### config.mk
export PLATFORM = sky130hd
export DESIGN_NAME = spdif_in
export DESIGN_NICKNAME = d
export VERILOG_FILES = /design/src/rtl/spdif_pkg.sv /design/src/rtl/spdif_interval.sv /design/src/rtl/spdif_in.sv
export SDC_FILE = /design/constraint.sdc
export NUM_CORES = 1
export LEC_CHECK = 0
export ABC_AREA = 1
export BUFFER_PORTS_ARGS = -buffer_cell sky130_fd_sc_hd__buf_2
export CAP_MARGIN = 40
export CORE_MARGIN = 3
export CORE_UTILIZATION = 50
export DETAILED_ROUTE_END_ITERATION = 16
export HOLD_SLACK_MARGIN = 0.1
export PLACE_DENSITY = 0.69
export SYNTH_ARGS = -nofsm -noshare
export SYNTH_HDL_FRONTEND = slang
export SYNTH_SLANG_ARGS = --single-unit
export TNS_END_PERCENT = 30
### constraint.sdc
create_clock -name clk -period 4.6 [get_ports clk]
set_input_delay 0.46 -clock clk [delete_from_list [all_inputs] [get_ports clk]]
set_output_delay 0.46 -clock clk [all_outputs]
set_load 0.02 [all_outputs]
### src/rtl/spdif_pkg.sv
// +------------------------------------------------------------------+
// | Module      : spdif_pkg                                          |
// | Description : Shared types, slot constants and preamble matcher  |
// |               for the S/PDIF biphase-mark receiver.              |
// | Revision    : 1.0  initial release                               |
// +------------------------------------------------------------------+
`default_nettype none

package spdif_pkg;

   // Receiver framing state
   typedef enum logic [1:0] {
      ST_HUNT = 2'd0,
      ST_PRE  = 2'd1,
      ST_DATA = 2'd2
   } state_t;

   // Preamble kinds; B marks the first subframe of a channel-status block
   typedef enum logic [1:0] {
      PRE_B    = 2'd0,
      PRE_M    = 2'd1,
      PRE_W    = 2'd2,
      PRE_NONE = 2'd3
   } pre_t;

   // Edge-to-edge interval class in units of biphase half-cells
   typedef enum logic [1:0] {
      CLS_S1  = 2'd0,
      CLS_S2  = 2'd1,
      CLS_S3  = 2'd2,
      CLS_ERR = 2'd3
   } cls_t;

   localparam int SLOT_AUDIO_LO = 4;
   localparam int SLOT_AUDIO_HI = 27;
   localparam int SLOT_PARITY   = 31;

   // Slots 4..31 are shifted in; slots 4..27 carry the audio word
   localparam int SUBFRAME_BITS = SLOT_PARITY - SLOT_AUDIO_LO + 1;
   localparam int SAMPLE_BITS   = SLOT_AUDIO_HI - SLOT_AUDIO_LO + 1;

   // The three intervals following the leading S3 identify the preamble
   function automatic pre_t match_preamble(input cls_t c1, input cls_t c2, input cls_t c3);
      pre_t p;
      p = PRE_NONE;
      if (c1 == CLS_S1 && c2 == CLS_S1 && c3 == CLS_S3)
         p = PRE_B;
      else if (c1 == CLS_S3 && c2 == CLS_S1 && c3 == CLS_S1)
         p = PRE_M;
      else if (c1 == CLS_S2 && c2 == CLS_S1 && c3 == CLS_S2)
         p = PRE_W;
      return p;
   endfunction

endpackage

`default_nettype wire

### src/rtl/spdif_interval.sv
// +------------------------------------------------------------------+
// | Module      : spdif_interval                                     |
// | Description : Synchronises the raw line, detects both edges and  |
// |               classifies each edge-to-edge interval.             |
// | Revision    : 1.0  initial release                               |
// +------------------------------------------------------------------+
`default_nettype none

module spdif_interval
   import spdif_pkg::*;
#(
   parameter int CLKS_PER_UI = 16
) (
   input  logic clk,
   input  logic rst,
   input  logic spdif_async,
   output logic iv_valid,
   output cls_t iv_class
);

   localparam int CNT_MAX = 4 * CLKS_PER_UI;
   localparam int CNT_W   = $clog2(CNT_MAX + 1);
   // Doubled length so the half-UI thresholds stay integral
   localparam int LEN_W   = CNT_W + 1;

   logic             sync_a;
   logic             sync_b;
   logic             line_d;
   logic             started;
   logic             edge_det;
   logic [CNT_W-1:0] cnt;
   logic [LEN_W-1:0] len2;

   // Two-flop synchroniser plus one history flop for the edge compare
   always_ff @(posedge clk or posedge rst) begin
      if (rst) begin
         sync_a <= 1'b0;
         sync_b <= 1'b0;
         line_d <= 1'b0;
      end else begin
         sync_a <= spdif_async;
         sync_b <= sync_a;
         line_d <= sync_b;
      end
   end

   assign edge_det = sync_b ^ line_d;

   // Interval timer: restarts at 1 on every edge, saturates on a dead line
   always_ff @(posedge clk or posedge rst) begin
      if (rst) begin
         cnt     <= '0;
         started <= 1'b0;
      end else if (edge_det) begin
         cnt     <= CNT_W'(1);
         started <= 1'b1;
      end else if (cnt != CNT_W'(CNT_MAX)) begin
         cnt <= cnt + 1'b1;
      end
   end

   assign len2 = {cnt, 1'b0};

   // The first edge after reset has no reference point, so it only arms timing
   assign iv_valid = edge_det & started;

   // Classify the interval ending at this edge against half-UI boundaries
   always_comb begin
      iv_class = CLS_ERR;
      if (len2 < LEN_W'(CLKS_PER_UI))
         iv_class = CLS_ERR;
      else if (len2 < LEN_W'(3 * CLKS_PER_UI))
         iv_class = CLS_S1;
      else if (len2 < LEN_W'(5 * CLKS_PER_UI))
         iv_class = CLS_S2;
      else if (len2 < LEN_W'(7 * CLKS_PER_UI))
         iv_class = CLS_S3;
      else
         iv_class = CLS_ERR;
   end

endmodule

`default_nettype wire

### src/rtl/spdif_in.sv
// +------------------------------------------------------------------+
// | Module      : spdif_in                                           |
// | Description : S/PDIF biphase-mark receiver. Frames subframes on  |
// |               preambles, decodes 24-bit samples, checks parity   |
// |               and presents left/right pairs with a strobe.       |
// | Revision    : 1.0  initial release                               |
// +------------------------------------------------------------------+
`default_nettype none

module spdif_in
   import spdif_pkg::*;
#(
   parameter int CLKS_PER_UI = 16,
   parameter int LOCK_FRAMES = 2
) (
   input  logic               clk,
   input  logic               rst,
   input  logic               spdif_async,
   output logic signed [23:0] left,
   output logic signed [23:0] right,
   output logic               data_valid,
   output logic               block_start,
   output logic               parity_error,
   output logic               locked
);

   localparam int GOOD_W = $clog2(LOCK_FRAMES + 1);

   logic                     iv_valid;
   cls_t                     iv_class;

   state_t                   state;
   logic [1:0]               pre_idx;
   cls_t                     pre_c1;
   cls_t                     pre_c2;
   pre_t                     pre_kind;
   pre_t                     pre_seen;
   logic [4:0]               slot;
   logic                     half_one;
   logic [SUBFRAME_BITS-1:0] shreg;
   logic [SUBFRAME_BITS-1:0] sh_next;
   logic [SAMPLE_BITS-1:0]   hold;
   logic                     left_pending;
   logic                     is_block;
   logic [GOOD_W-1:0]        good_cnt;

   logic                     bit_done;
   logic                     bit_val;
   logic                     data_abort;
   logic                     frame_end;
   logic                     parity_ok;
   logic                     to_hunt;

   spdif_interval #(
      .CLKS_PER_UI (CLKS_PER_UI)
   ) u_interval (
      .clk         (clk),
      .rst         (rst),
      .spdif_async (spdif_async),
      .iv_valid    (iv_valid),
      .iv_class    (iv_class)
   );

   assign pre_seen  = match_preamble(pre_c1, pre_c2, iv_class);
   assign sh_next   = {bit_val, shreg[SUBFRAME_BITS-1:1]};
   assign parity_ok = ~(^sh_next);
   assign frame_end = bit_done && (slot == 5'(SLOT_PARITY));

   // Biphase bit decode and every condition that drops framing back to HUNT
   always_comb begin
      bit_done   = 1'b0;
      bit_val    = 1'b0;
      data_abort = 1'b0;
      to_hunt    = 1'b0;
      if (iv_valid && state == ST_DATA) begin
         if (half_one) begin
            // Second half of a '1' cell must be another short interval
            if (iv_class == CLS_S1) begin
               bit_done = 1'b1;
               bit_val  = 1'b1;
            end else begin
               data_abort = 1'b1;
            end
         end else begin
            case (iv_class)
               CLS_S2:  bit_done   = 1'b1;
               CLS_S1:  bit_done   = 1'b0;
               default: data_abort = 1'b1;
            endcase
         end
      end
      if (iv_valid) begin
         case (state)
            ST_PRE: begin
               if (pre_idx == 2'd0)
                  to_hunt = (iv_class != CLS_S3);
               else if (pre_idx == 2'd3)
                  to_hunt = (pre_seen == PRE_NONE);
               else
                  to_hunt = (iv_class == CLS_ERR);
            end
            ST_DATA: to_hunt = data_abort || (frame_end && !parity_ok);
            default: to_hunt = 1'b0;
         endcase
      end
   end

   // Framing FSM with registered sample, strobe and lock outputs
   always_ff @(posedge clk or posedge rst) begin
      if (rst) begin
         state        <= ST_HUNT;
         pre_idx      <= 2'd0;
         pre_c1       <= CLS_S1;
         pre_c2       <= CLS_S1;
         pre_kind     <= PRE_NONE;
         slot         <= 5'd0;
         half_one     <= 1'b0;
         shreg        <= '0;
         hold         <= '0;
         left_pending <= 1'b0;
         is_block     <= 1'b0;
         good_cnt     <= '0;
         left         <= '0;
         right        <= '0;
         data_valid   <= 1'b0;
         block_start  <= 1'b0;
         parity_error <= 1'b0;
         locked       <= 1'b0;
      end else begin
         data_valid   <= 1'b0;
         block_start  <= 1'b0;
         parity_error <= 1'b0;

         // A malformed interval anywhere means the stream is not trustworthy
         if (iv_valid && iv_class == CLS_ERR)
            locked <= 1'b0;

         case (state)
            ST_HUNT: begin
               if (iv_valid && iv_class == CLS_S3) begin
                  state   <= ST_PRE;
                  pre_idx <= 2'd1;
               end
            end

            ST_PRE: begin
               if (iv_valid) begin
                  case (pre_idx)
                     2'd0: pre_idx <= 2'd1;
                     2'd1: begin
                        pre_c1  <= iv_class;
                        pre_idx <= 2'd2;
                     end
                     2'd2: begin
                        pre_c2  <= iv_class;
                        pre_idx <= 2'd3;
                     end
                     default: begin
                        pre_kind <= pre_seen;
                        state    <= ST_DATA;
                        slot     <= 5'(SLOT_AUDIO_LO);
                        half_one <= 1'b0;
                     end
                  endcase
               end
            end

            ST_DATA: begin
               if (iv_valid && !half_one && iv_class == CLS_S1)
                  half_one <= 1'b1;
               if (bit_done) begin
                  half_one <= 1'b0;
                  shreg    <= sh_next;
                  slot     <= slot + 5'd1;
                  if (frame_end) begin
                     if (parity_ok) begin
                        // Next interval must be the leading S3 of the next preamble
                        state   <= ST_PRE;
                        pre_idx <= 2'd0;
                        if (good_cnt != GOOD_W'(LOCK_FRAMES))
                           good_cnt <= good_cnt + 1'b1;
                        if (good_cnt >= GOOD_W'(LOCK_FRAMES - 1))
                           locked <= 1'b1;
                        if (pre_kind != PRE_W) begin
                           hold         <= sh_next[SAMPLE_BITS-1:0];
                           left_pending <= 1'b1;
                           is_block     <= (pre_kind == PRE_B);
                        end else if (left_pending) begin
                           left         <= hold;
                           right        <= sh_next[SAMPLE_BITS-1:0];
                           data_valid   <= 1'b1;
                           block_start  <= is_block;
                           left_pending <= 1'b0;
                        end
                     end else begin
                        parity_error <= 1'b1;
                     end
                  end
               end
            end

            default: state <= ST_HUNT;
         endcase

         // Losing framing discards any half-built pair and restarts lock counting
         if (to_hunt) begin
            state        <= ST_HUNT;
            locked       <= 1'b0;
            good_cnt     <= '0;
            left_pending <= 1'b0;
            half_one     <= 1'b0;
         end
      end
   end

endmodule

`default_nettype wire

# --- Yosys cells after proc, flatten, opt, wreduce, memory -nomap -nowiden ---
# Index checks and enable logic that the tools add are counted.
classes:
  bitwise: 5
  reduce_logical: 44
  eq_ne: 31
  addsub: 3
  mux: 82
  n_lt_le_gt_ge: 5
op_table:
  columns: ["op", "n"]
  rows:
  - ["two-way mux 1 bit", 49]
  - ["two-way mux 2 bit", 22]
  - ["XOR reduction 28 bit", 1]
  - ["inequality test 2 bit, second input constant", 10]
  - ["inequality test 3 bit, second input constant", 6]
  - ["case mux 2 bit (3 select lines)", 3]
  - ["less-than comparator 8 x 7 -> 1 bit, second input constant", 2]
  - ["two-way mux 5 bit", 3]
  - ["equality test 2 bit, second input constant", 7]
  - ["two-way mux 7 bit", 2]
  - ["logical AND 1 bit", 13]
  - ["logical NOT 2 bit", 6]
  - ["AND reduction 4 bit", 3]
  - ["AND reduction 6 bit", 2]
  - ["nonzero test 2 bit", 6]
  - ["case mux 5 bit (2 select lines)", 1]
  - ["AND reduction 5 bit", 2]
  - ["AND reduction 3 bit", 3]
  - ["equality test 2 x 1 -> 1 bit, second input constant", 4]
  - ["less-than comparator 8 x 5 -> 1 bit, second input constant", 1]
  - ["less-than comparator 8 x 6 -> 1 bit, second input constant", 1]
  - ["adder 7 x 1 -> 7 bit, second input constant", 1]
  - ["inequality test 7 bit, second input constant", 1]
  - ["AND reduction 7 bit", 1]
  - ["other kinds (16)", 20]
totals:
  input_bits: 3
  ff_bits: 135

# --- Depth between registers and ports, before layout ---
depth:
  depth_word: 17
  mapped_depth: 22
  mapped_depth_nobuf: 20

# --- By module ---
# A second synthesis with hierarchy kept.
hier_totals:
  cells_unflattened: 757
  area_unflattened_um2: 6342.3
by_module_without_submodules:
  columns: ["module", "area_per_inst_um2", "seq_area_each_um2", "cells_each", "n_inst"]
  rows:
  - ["spdif_in", 5770.5, 3080.5, 688, 1]
  - ["spdif_interval", 571.8, 275.3, 69, 1]

# --- Worst setup path after synthesis ---
# No wires, ideal clock.
synth_path:
  path_type: "register to register"
  from: "register state[0]"
  to: "register left[10]"
  arrival_time_ns: 1.965
  synth_period_minus_slack_ns: 2.082
  setup_time_ns: 0.116
  path_stages_with_launch: 17
  setup_slack_ns: 2.518
  path_cell_list: "dfrtp_1 inv_1 ha_1 clkbuf_1 nand2_1 inv_1 nand3_1 nand2_2 nand2_1 inv_2 nand2_2 inv_2 nand2_2 buf_6 buf_4 nand2_1 nand2_1"
synth_between:
  elab_chain_len: 6
  word_cells_on_any_way: 8
synth_lines:
  columns: ["element", "line", "source"]
  rows:
  - ["start: declaration", "spdif_in.sv:32", "state_t state;"]
  - ["start signal: assignment", "spdif_in.sv:111", "state <= ST_HUNT;"]
  - ["start signal: assignment", "spdif_in.sv:141", "state <= ST_PRE;"]
  - ["start signal: assignment", "spdif_in.sv:160", "state <= ST_DATA;"]
  - ["equality test 2 bit (*)", "spdif_in.sv:75, spdif_in.sv:138", null]
  - ["logical AND 1 bit", "spdif_in.sv:75", "if (iv_valid && state == ST_DATA) begin"]
  - ["two-way mux 1 bit", "spdif_in.sv:75", null]
  - ["XOR reduction 28 bit", "spdif_in.sv:66", "assign parity_ok = ~(^sh_next);"]
  - ["NOT 1 bit (no line)", null, null]
  - ["AND reduction 6 bit (no line) (*)", null, null]
  - ["end signal: assignment", "spdif_in.sv:189", "left <= hold;"]
  - ["end: declaration", "spdif_in.sv:19", "output logic signed [23:0] left,"]
# Every way passes the cells marked *; elsewhere a longest branch is shown, timed or not.
# A chain may end at the register's enable or synchronous reset.

# --- Final worst setup path ---
layout_path:
  from: "register shreg[1]"
  to: "register right[5]"
layout_between:
  elab_chain_len: 3
layout_lines:
  columns: ["element", "line", "source"]
  rows:
  - ["start: declaration", "spdif_in.sv:40", "logic [SUBFRAME_BITS-1:0] shreg;"]
  - ["start signal: assignment", "spdif_in.sv:173", "shreg <= sh_next;"]
  - ["XOR reduction 28 bit", "spdif_in.sv:66", null]
  - ["NOT 1 bit (no line)", null, null]
  - ["AND reduction 6 bit (no line)", null, null]
  - ["end signal: assignment", "spdif_in.sv:190", "right <= sh_next[SAMPLE_BITS-1:0];"]
  - ["end: declaration", "spdif_in.sv:20", "output logic signed [23:0] right,"]
# Every way passes these cells.

==> metrics.md <==
| Metric | Value |
|---|---|
| Sw Pwr | 0.000500 W |
| Reg2reg start | shreg[1]$_DFFE_PP0P_ |
| CP startpoint | shreg[1]$_DFFE_PP0P_ |
| Maximum clock insertion buffer count | 2 |
| # H-tree levels | 4 |
| DIE AREA | 13700 sq um |
| CTS tree | built |
| Clock skew | 0.00605 ns |
| Hold crit path type | input port to flop |
| Post-CTS resize count | 0 |
| Max frequency | 341 MHz |
| Fin crit period | 2.93 ns |
| Crit. End Element | flop |
| Share of cells above drive strength 1 | 0.155 |
| Top cells by area, synth | dfrtp_1, nand2_1, o21ai_0 |
| Max Cap Viol | 0 |
| Synth Area in Adders | 0.0326 |
| P_leak | 3.79 nW |
| DRC viols | 0 |
| Largest net degree at the start of global routing | 62 |
| Peak supply drop | 0.000180 V |
| Post-Syn Nets | 764 |
| Crit Path Class | flop to flop |
| Synth Area in Compound Gates | 0.0914 |
| Layout area overhead | 14.3% |
| Clk pwr share | 0.508 |
| Drt wl/cell | 12.7 um |
| Hold Violations, Final | 0 |
| Setup TNS | 0 ns |
| CTS Hold Bufs | 0 |
| Register-to-Register Path Depth | 20 |
| Layout fillers | 1006 |
| Synth Instances | 745 |
| Gr usage total | 0.192 |
| Synth cell count leaders | nand2_1, dfrtp_1, o21ai_0 |
| Mux contribution to synthesized area | 0 |
| Placed Instances | 926 |
| Clk sinks | 134 |
| Max FO, Critical Path | 42 |
| Area leader, netlist | dfrtp_1 |
| Nets | 821 |
| Setup crit end | right[5]$_DFFE_PP0P_ |
| Reg2reg end | right[5]$_DFFE_PP0P_ |
| Top-area cell type share of the netlist area | 0.537 |
| Final wirelength | 12100 um |
| Die Y | 117 um |
| Sequential-to-total area share from yosys stat | 0.546 |
| Status | completed |
| Vias | 4790 |
| Flop pwr share | 0.474 |
| Relative slew slack | 0.427 |
| Port buffer count | 54 |
| Drt first pass iters | 4 |
| Final Non-Filler Cells | 955 |
| Die X | 117 um |
| Num CTS Buffers | 17 |
| Period utilization | 0.637 |
| Root Driver | clkbuf_16 |
| Largest family of logic cells by synthesized area | simple AND/OR/NAND/NOR gates |
| Number of global-route vias before repair | 4723 |
| R2R Setup Slk | 1.67 ns |
| Row count | 39 |
| Cell Int Power | 0.00201 W |
| Starting DRC count in detailed routing | 276 |
| XOR/XNOR Fraction of Synth Area | 0.00285 |
| Diode count | 0 |
| Most frequent cell after synthesis | nand2_1 |
| Crit start category | flop |
| Simple-Gate Fraction of Synth Area | 0.253 |
| Actual slew at the worst max-slew pin | 0.857 ns |
| Footprint of the multi-input gates | 2340 sq um |
| Vias per cell | 5.02 |
| RSZ-0062 raised after global routing | no |
| Most used DFF post-synth | dfrtp_1 |
| Cell Area, Synth | 6150 sq um |
| Final Setup Violations | 0 |
| Sw Share | 0.199 |
| Dpl hpwl | 8270 um |
| Worst skew pair latency | 0.41 ns |
| Register bit total from synthesis | 134 |
| Finished Core Util | 0.600 |
| GRT overflow | 0 |
| Number of flops mapped to enable cells by yosys | 0 |
| Initial Util | 0.525 |
| Max-slew violation count | 0 |
| Asr flop ratio synth | 1.00 |
| Core Area | 11700 sq um |
| GPL Wtd Cong | 0.827 |
| Initial antenna violation count | 0 |
| Avg Inst Size Synth | 8.25 sq um |
| Synth cell types | 36 |
| Worst Path Required | 4.93 ns |
| Post-CTS Setup Inserts | 0 |
| Final ANT Viol Nets | 0 |
| Comb power frac | 0.018 |
| I/O pin cnt | 55 |
| Register area | 3360 sq um |
| Pwr per Cell Area | 357 nW/um^2 |
| First-pass GRT wire length | 21000 um |
| Critical Path AT | 3.26 ns |
| Syn. warnings | 0 |
| Reg clk slew, reported paths | 0.05 ns |
[stage by stage]
| stage | total power [W] | setup slack, ns | hold slack (ns) | instance area (sq um) |
|---|---|---|---|---|
| 2_1_floorplan | 0.00124 | 0.561 | 0.331 | 6150 |
| 3_3_place_gp | 0.00126 | 1.84 | 0.337 | 6480 |
| 3_5_place_dp | 0.00126 | 1.69 | 0.338 | 6480 |
| 4_1_cts | 0.00253 | 1.66 | 0.136 | 7030 |
| 5_1_grt | 0.00260 | 1.28 | 0.141 | 7030 |
| 6_report | 0.00251 | 1.67 | 0.154 | 7030 |
[flip-flops by register name, summed over array words and instances (netlist names)]
| signal | cells |
|---|---|
| is_block | 1 |
| pre_idx | 2 |
| state | 2 |
| slot | 5 |
| block_start | 1 |
| pre_kind | 2 |
| data_valid | 1 |
| pre_c1 | 2 |
| left | 24 |
| left_pending | 1 |
| good_cnt | 2 |
| right | 24 |
| u_interval.line_d | 1 |
| u_interval.sync_a | 1 |
| shreg | 27 |
| half_one | 1 |
| u_interval.cnt | 7 |
| u_interval.started | 1 |
| hold | 24 |
| parity_error | 1 |
| locked | 1 |
| pre_c2 | 2 |
| u_interval.sync_b | 1 |
[critical path: stages, from the launching register on]
cell	delay, ns
dfrtp_1	0.38
inv_1	0.14
nand2_1	0.07
nand2_1	0.08
nand2_1	0.06
nand2_1	0.07
inv_1	0.04
nand2_1	0.04
nand2_1	0.07
nand2_1	0.09
nand2_1	0.06
nand2_1	0.10
nand2_1	0.06
nand2_1	0.05
nand2_1	0.09
nand2_2	0.12
inv_2	0.06
nand2_2	0.62
buf_4	0.43
nand2_1	0.10
o21ai_1	0.08
[worst min path at each step]
stage | cells past startpoint | slack (ns) | end | startpoint
global route | 1 | 0.14 | u_interval.sync_a$_DFF_PP0_ | spdif_async
CTS | 1 | 0.14 | u_interval.sync_a$_DFF_PP0_ | spdif_async
detailed placement | 0 | 0.34 | u_interval.sync_b$_DFF_PP0_ | u_interval.sync_a$_DFF_PP0_
finish | 1 | 0.15 | u_interval.sync_a$_DFF_PP0_ | spdif_async
floorplan | 0 | 0.33 | u_interval.sync_b$_DFF_PP0_ | u_interval.sync_a$_DFF_PP0_
global placement | 0 | 0.34 | u_interval.sync_b$_DFF_PP0_ | u_interval.sync_a$_DFF_PP0_
[layout make-up]
| class | count | share of cell area |
|---|---|---|
| clock buffers | 24 | 0.0671 |
| multi-input cells | 512 | 0.333 |
| clock inverters | 5 | 0.0107 |
| repair buffers | 59 | 0.0438 |
| well taps | 143 | 0.0255 |
| inverters | 78 | 0.0431 |
| flip-flops and latches | 134 | 0.477 |
[layer usage]
layer | vias up | share of wire | global-route usage
met2 | 90 | 0.48 | 0.330
met4 | 0 | 0.015 | 0.0742
met5 | - | 0 | 0
met3 | 16 | 0.038 | 0.0499
li1 | 2450 | - | -
met1 | 2234 | 0.47 | 0.232
[cells by family after synthesis]
logic type	count (synthesis)
buf+inv	99
fa+ha+maj	16
simple gates	385
xor+xnor	2
compound gates	109
flops	134
[power by group through the flow]
stage / clock network [W] / logic [W] / registers, W
2_1_floorplan: 0 / 0.0000345 / 0.00121
3_3_place_gp: 0 / 0.0000465 / 0.00121
3_5_place_dp: 0 / 0.0000479 / 0.00121
4_1_cts: 0.00130 / 0.0000481 / 0.00119
5_1_grt: 0.00135 / 0.0000543 / 0.00119
6_report: 0.00127 / 0.0000458 / 0.00119
[layout by cell type (no fill, tap or decap), drive strengths merged]
cell | netlist | routed
nand3b | 2 | 2
nor3b | 2 | 2
dfrtp | 132 | 132
nand3 | 22 | 22
ha | 16 | 16
inv | 78 | 78
o211ai | 1 | 1
clkbuf | 10 | 24
o21bai | 2 | 2
o31ai | 1 | 1
nor2 | 27 | 27
a21oi | 5 | 5
or2 | 2 | 2
o21a | 1 | 1
nand2 | 319 | 319
buf | 11 | 59
nand4 | 2 | 2
o21ai | 98 | 98
clkinv | 0 | 3
dfstp | 2 | 2
nor3 | 8 | 8
bufinv | 0 | 2
nor4 | 1 | 1
a31o | 1 | 1
xnor2 | 2 | 2
No activity file was read; power rests on OpenSTA's default activity.
